## src/rtl/trig_counter_pkg.sv

```systemverilog
// rtl/trig_counter_pkg.sv - trigger indices, state encoding and status layout for trig_counter
package trig_counter_pkg;

  // Bit positions within the trig input
  localparam int TRIG_CLEAR     = 0;
  localparam int TRIG_STEP_UP   = 1;
  localparam int TRIG_STEP_DOWN = 2;
  localparam int TRIG_LOAD      = 3;
  localparam int TRIG_RUN_UP    = 4;
  localparam int TRIG_RUN_DOWN  = 5;
  localparam int TRIG_STOP      = 6;
  localparam int TRIG_SNAPSHOT  = 7;

  // Encoding 2'd3 is never produced and is read back as ST_IDLE
  typedef enum logic [1:0] {
    ST_IDLE     = 2'd0,
    ST_RUN_UP   = 2'd1,
    ST_RUN_DOWN = 2'd2
  } state_e;

  // Bit positions within the status output
  localparam int STAT_STATE_LSB  = 0;
  localparam int STAT_OVERFLOW   = 2;
  localparam int STAT_SNAP_VALID = 3;

endpackage

```

## src/rtl/trig_counter_prescale.sv

```systemverilog
// rtl/trig_counter_prescale.sv - down-counting run-rate prescaler, one tick every prescale+1 enabled cycles
module trig_counter_prescale #(
  parameter int PRESCALE_W = 16
) (
  input  logic                  clk1,
  input  logic                  reset,
  input  logic                  reload,
  input  logic                  enable,
  input  logic [PRESCALE_W-1:0] prescale,
  output logic                  tick
);

  localparam logic [PRESCALE_W-1:0] ONE = {{(PRESCALE_W-1){1'b0}}, 1'b1};

  logic [PRESCALE_W-1:0] cnt_q;

  // Tick on the enabled cycle in which the countdown has reached zero
  assign tick = enable && (cnt_q == '0);

  // Countdown; reload (explicit or at tick) samples the current prescale so changes apply then
  always_ff @(posedge clk1) begin
    if (reset || reload) begin
      cnt_q <= prescale;
    end else if (enable) begin
      if (tick) begin
        cnt_q <= prescale;
      end else begin
        cnt_q <= cnt_q - ONE;
      end
    end
  end

endmodule

```

## src/rtl/trig_counter.sv

```systemverilog
// rtl/trig_counter.sv - 32-bit trigger-driven up/down counter with snapshot; TRIG_COUNTER_SAT_EN selects saturation
module trig_counter
  import trig_counter_pkg::*;
#(
  parameter int PRESCALE_W = 16
) (
  input  logic                  clk1,
  input  logic                  reset,
  input  logic [7:0]            trig,
  input  logic [15:0]           load_lo,
  input  logic [15:0]           load_hi,
  input  logic [PRESCALE_W-1:0] prescale,
  output logic [31:0]           count,
  output logic [15:0]           snap_lo,
  output logic [15:0]           snap_hi,
  output logic [15:0]           status,
  output logic                  tc_pulse
);

  state_e      state_q, state_d, cur_state;
  logic [31:0] count_q, count_d;
  logic [31:0] snap_q;
  logic        snap_valid_q;
  logic        ovf_q, ovf_d;
  logic        tc_q, tc_d;
  logic        tick;
  logic        reload;
  logic        do_up, do_dn;

  assign reload = trig[TRIG_CLEAR] | trig[TRIG_LOAD] | trig[TRIG_RUN_UP] | trig[TRIG_RUN_DOWN];

  trig_counter_prescale #(.PRESCALE_W(PRESCALE_W)) u_prescale (
    .clk1     (clk1),
    .reset    (reset),
    .reload   (reload),
    .enable   (cur_state != ST_IDLE),
    .prescale (prescale),
    .tick     (tick)
  );

  // Fold the unreachable encoding back onto IDLE
  always_comb begin
    cur_state = ST_IDLE;
    case (state_q)
      ST_RUN_UP:   cur_state = ST_RUN_UP;
      ST_RUN_DOWN: cur_state = ST_RUN_DOWN;
      default:     cur_state = ST_IDLE;
    endcase
  end

  // Prioritised trigger decode, then one-step arithmetic with wrap or saturation
  always_comb begin
    count_d = count_q;
    state_d = cur_state;
    ovf_d   = ovf_q;
    tc_d    = 1'b0;
    do_up   = 1'b0;
    do_dn   = 1'b0;
    if (trig[TRIG_CLEAR]) begin
      count_d = '0;
      ovf_d   = 1'b0;
      state_d = ST_IDLE;
    end else if (trig[TRIG_LOAD]) begin
      count_d = {load_hi, load_lo};
    end else if (trig[TRIG_STOP]) begin
      state_d = ST_IDLE;
    end else if (trig[TRIG_RUN_UP]) begin
      state_d = ST_RUN_UP;
    end else if (trig[TRIG_RUN_DOWN]) begin
      state_d = ST_RUN_DOWN;
    end else if (cur_state == ST_IDLE) begin
      do_up = trig[TRIG_STEP_UP] & ~trig[TRIG_STEP_DOWN];
      do_dn = trig[TRIG_STEP_DOWN] & ~trig[TRIG_STEP_UP];
    end else if (tick) begin
      do_up = (cur_state == ST_RUN_UP);
      do_dn = (cur_state == ST_RUN_DOWN);
    end

    if (do_up) begin
      if (count_q == 32'hFFFF_FFFF) begin
        tc_d  = 1'b1;
        ovf_d = 1'b1;
`ifdef TRIG_COUNTER_SAT_EN
        state_d = ST_IDLE;
`else
        count_d = 32'd0;
`endif
      end else begin
        count_d = count_q + 32'd1;
      end
    end else if (do_dn) begin
      if (count_q == 32'd0) begin
        tc_d  = 1'b1;
        ovf_d = 1'b1;
`ifdef TRIG_COUNTER_SAT_EN
        state_d = ST_IDLE;
`else
        count_d = 32'hFFFF_FFFF;
`endif
      end else begin
        count_d = count_q - 32'd1;
      end
    end
  end

  // Counter, state, sticky and terminal-count registers
  always_ff @(posedge clk1) begin
    if (reset) begin
      count_q <= '0;
      state_q <= ST_IDLE;
      ovf_q   <= 1'b0;
      tc_q    <= 1'b0;
    end else begin
      count_q <= count_d;
      state_q <= state_d;
      ovf_q   <= ovf_d;
      tc_q    <= tc_d;
    end
  end

  // Snapshot takes the registered count, ignoring any same-cycle update
  always_ff @(posedge clk1) begin
    if (reset) begin
      snap_q       <= '0;
      snap_valid_q <= 1'b0;
    end else if (trig[TRIG_SNAPSHOT]) begin
      snap_q       <= count_q;
      snap_valid_q <= 1'b1;
    end
  end

  assign count    = count_q;
  assign snap_lo  = snap_q[15:0];
  assign snap_hi  = snap_q[31:16];
  assign tc_pulse = tc_q;

  always_comb begin
    status = '0;
    status[STAT_STATE_LSB +: 2] = cur_state;
    status[STAT_OVERFLOW]       = ovf_q;
    status[STAT_SNAP_VALID]     = snap_valid_q;
  end

endmodule

```

## config.mk

```make
export PLATFORM = sky130hd
export DESIGN_NAME = trig_counter
export DESIGN_NICKNAME = d
export VERILOG_FILES = /design/src/rtl/trig_counter_pkg.sv /design/src/rtl/trig_counter_prescale.sv /design/src/rtl/trig_counter.sv
export SDC_FILE = /design/constraint.sdc
export NUM_CORES = 1
export LEC_CHECK = 0
export BUFFER_PORTS_ARGS = -buffer_cell sky130_fd_sc_hd__buf_2
export CORE_MARGIN = 2
export CORE_UTILIZATION = 49
export DETAILED_ROUTE_END_ITERATION = 10
export MAX_ROUTING_LAYER = met4
export PLACE_DENSITY = 0.77
export SYNTH_ARGS = -nofsm -noshare
export SYNTH_HDL_FRONTEND = slang
export SYNTH_SLANG_ARGS = --single-unit
```

## constraint.sdc

```tcl
create_clock -name clk1 -period 2.4 [get_ports clk1]
set_input_delay 0.12 -clock clk1 [delete_from_list [all_inputs] [get_ports clk1]]
set_output_delay 0.12 -clock clk1 [all_outputs]
set_load 0.01 [all_outputs]
```

==> flow_summary_export.csv <==
group,metric,value,unit
drt,drtPass1Iterations,7,
drt,antenna_left,0,
cells_and_area,postLayoutCellArea,0.007570,mm^2
logic_synthesis,ys_warn_count,0,
logic_synthesis,syn_area_per_cell,7.817,um^2
drt,num_vias,6374,
timing,hold_viol_final,0,
timing,fmax,406.2,MHz
timing,fin_skew,0.008491,ns
global_routing,track_usage,29.67,%
logic_synthesis,ys_seq_area_share,32.58,%
worst_setup_path,cp_max_fo,4,
logic_synthesis,synthTopCellsByArea,"dfxtp_1 (24%), edfxtp_1 (8.4%), a21oi_1 (6.0%), mux2i_1 (5.6%), nor2_1 (5.6%)",
clocking,cts_tree,"yes",
drt,routed_wl,18.83,mm
die,initial_core_util,50.04,%
logic_synthesis,synth-main-ff-cell,"dfxtp_1",
die,io_pins,139,
cells_and_area,drive_gt1_share,32.25,%
flow_run,drv_cap,0,
clocking,cts_made_buffers,9,
drt,drc_errors,0,
global_routing,antenna_found_initial,0,
clocking,path_clk_slew,0.07,ns
drt,viasPerCell,5.991,
global_routing,overflow,0,
logic_synthesis,synth_area_leader_cell,"dfxtp_1",
place,dp.cells,1036,
timing,setup_tns,-0.06192,ns
power,p_leak,3.342,nW
timing,period_share,102.6,%
outcome,status,"finished with violations",
timing,max_slew_margin,45.21,%
cells_and_area,syn_to_final_growth,32.47,%
logic_synthesis,postSynth.asyncResetShare,0,%
timing,rsz0062_at_grt,"true",
clocking,cts.path.max_buffers,2,
power,pwr_density_cell,525.2,mW/mm^2
min_path,hold_path_end,"u_prescale.cnt_q[2]",
cells_and_area,nets,983,
cells_and_area,stdcell_count,1064,
worst_setup_path,crit_path_end_kind,"flip-flop",
worst_setup_path,r2r-start,"u_prescale.cnt_q[7]",
die,die_h,112.0,um
place,hpwl,13.21,mm
worst_setup_path,cp-start-kind,"flip-flop",
worst_setup_path,reg2regPathDepth,7,
logic_synthesis,synth_top_area_share,24.17,%
min_path,hold_depth,3,
timing,layout_setup_ws,-0.06192,ns
die,die_area,0.01254,mm^2
outcome,violations,"negative setup slack",
drt,drt_iter0_drc,785,
clocking,ctsHoldBuffers,0,
place,gp_congestion,0.9615,
logic_synthesis,syn_area,0.005714,mm^2
cells_and_area,diodes,0,
clocking,insertion_delay,0.35,ns
die,core-area,0.01142,mm^2
power,ir_drop,0.4438,mV
logic_synthesis,synth_cell_types,70,
clocking,htree_num_levels,3,
die,die_width,112.0,um
worst_setup_path,worstPathRequired,2.70,ns
power,p_total,0.003975,W
logic_synthesis,ys_seq_elements,85,
clocking,cts_sinks,85,
timing,setup_viol,1,
clocking,cts-root-buf,"clkbuf_16",
min_path,min_from,"prescale[2]",
timing,maxSlewViolCount,0,
logic_synthesis,netlist_instances,731,
worst_setup_path,regToRegSetupSlack,-0.06,ns
timing,final.min_clock_period,2.462,ns
die,rows,39,
place,placed_area,0.007030,mm^2
worst_setup_path,path_class,"reg -> reg",
worst_setup_path,r2r-end,"count[20]",
global_routing,grt_pass1_wl,29.24,mm
logic_synthesis,synth_edf_count,16,
min_path,hold_path.class,"in -> reg",
timing,worstMarginPinSlew,0.8219,ns
drt,post_drt_wl_per_cell,17.70,um
global_routing,grt_pass1_vias,5856,
place,io_buffers,126,
global_routing,grt_max_degree,72,
worst_setup_path,cp.arrival,2.76,ns
place,dp_slack,-0.1131,ns
-- power by group --
part | total [W] | switching, W | internal, W
clock | 0.00153 | 0.000599 | 0.000936
combinational | 0.000839 | 0.000472 | 0.000367
sequential | 0.00160 | 0.0000755 | 0.00153
total | 0.00398 | 0.00115 | 0.00283
-- synth_stat cells (4+ instances only) --
| cell | instances |
|---|---|
| nor2_1 | 85 |
| dfxtp_1 | 69 |
| a21oi_1 | 68 |
| nand2_1 | 57 |
| o21ai_0 | 49 |
| clkbuf_1 | 37 |
| mux2i_1 | 32 |
| nor3_1 | 28 |
| nand3_1 | 21 |
| a31oi_1 | 17 |
| buf_2 | 17 |
| and3_1 | 16 |
| edfxtp_1 | 16 |
| nand4_1 | 16 |
| xor2_1 | 16 |
| xnor2_1 | 15 |
| buf_4 | 14 |
| nor4_1 | 12 |
| inv_1 | 10 |
| o21ai_1 | 10 |
| ha_1 | 9 |
| or3_1 | 7 |
| a211oi_1 | 6 |
| nor2b_1 | 6 |
| a211o_1 | 5 |
| a21o_1 | 5 |
| o31ai_1 | 5 |
| or4_1 | 5 |
| nand2b_1 | 4 |
| nand4b_1 | 4 |
| nor3_2 | 4 |
| nor4_2 | 4 |
-- repair_timing --
action,CTS,global route
gates cloned,0,1
gates resized for setup,3,33
pin swaps,2,14
buffers inserted,2,9
endpoints found under the setup margin,26,33
-- per-layer routing --
layer	track usage (%)	vias up	routed length [um]	part of all wire [%]
li1	-	3008	-	-
met3	4.246	47	1504	8.0
met1	39.78	2985	8137	43
met2	45.54	334	8734	46
met5	-	-	0	0
met4	11.54	0	455	2.4
-- how the worst max path moves through the flow --
stage                             start         to  slack, ns  cells past startpoint
finish              u_prescale.cnt_q[7]  count[20]      -0.06                      7
floorplan                    state_q[0]  count[30]       0.03                      8
CTS                          state_q[0]   count[2]     -0.004                     10
global placement             state_q[0]  count[25]      -0.05                     10
detailed placement           state_q[0]   count[0]      -0.11                     10
global route        u_prescale.cnt_q[9]  count[20]      -0.09                      7
-- registers in the layout (all words and copies together), names as in the netlist --
| register | count |
|---|---|
| snap_valid_q | 1 |
| count | 32 |
| snap_q | 32 |
| ovf_q | 1 |
| u_prescale.cnt_q | 16 |
| tc_pulse | 1 |
| state_q | 2 |
-- critical path: stages, from the launching register on --
cell       delay, ns
edfxtp_1        0.43
nor4_4          0.45
nand3_2         0.21
o31a_1          0.37
a2111oi_4       0.34
o22ai_1         0.13
a311oi_1        0.31
a31o_1          0.16
-- layout make-up --
class,count,area (um^2)
sequential,85,1863
tap,143,178.9
clock buffer,11,242.7
timing repair buffer,235,1519
fill,968,3849
clock inverter,5,75.07
multi-input combinational,575,3654
inverter,10,37.54
-- per-stage QoR --
step,utilization (%),hold slack (ns)
floorplan,-,0.1993
global placement,61.57,0.3946
detailed placement,61.57,0.4001
CTS,64.57,0.03580
global route,66.29,0.06261
finish,66.29,0.04068
-- cell families after synthesis --
logic type | share of synthesized area (%)
AOI/OAI and AO/OA | 21.48
xor gates and xnor gates | 4.751
adders and majority gates | 1.971
buffers and inverters | 6.810
DFF | 32.58
muxes | 5.605
other | 0.06563
and+or+nand+nor | 26.74
-- layout by cell type, fill, tap and decap left out, types with 4 or more instances in the layout --
cell,Yosys,layout
nor4_1,12,11
buf_4,14,98
a31oi_1,17,17
a211oi_1,6,5
inv_1,10,9
and3_1,16,16
xnor2_1,15,15
edfxtp_1,16,16
or3_1,7,7
nand4_1,16,16
conb_1,1,12
mux2i_1,32,32
nand4b_1,4,4
a21oi_1,68,68
o21ai_0,49,44
buf_2,17,127
o21ai_1,10,13
clkbuf_16,0,9
xor2_1,16,16
buf_12,0,4
or4_1,5,5
nor2_1,85,82
buf_6,1,6
nand2b_1,4,4
nor4_4,3,5
ha_1,9,8
a21o_1,5,5
nor3_2,4,5
nor3_1,28,27
a211o_1,5,5
nand2_1,57,56
nor2b_1,6,6
nand3_1,21,21
dfxtp_1,69,68
Note: power is estimated with default switching activity, not from simulation.
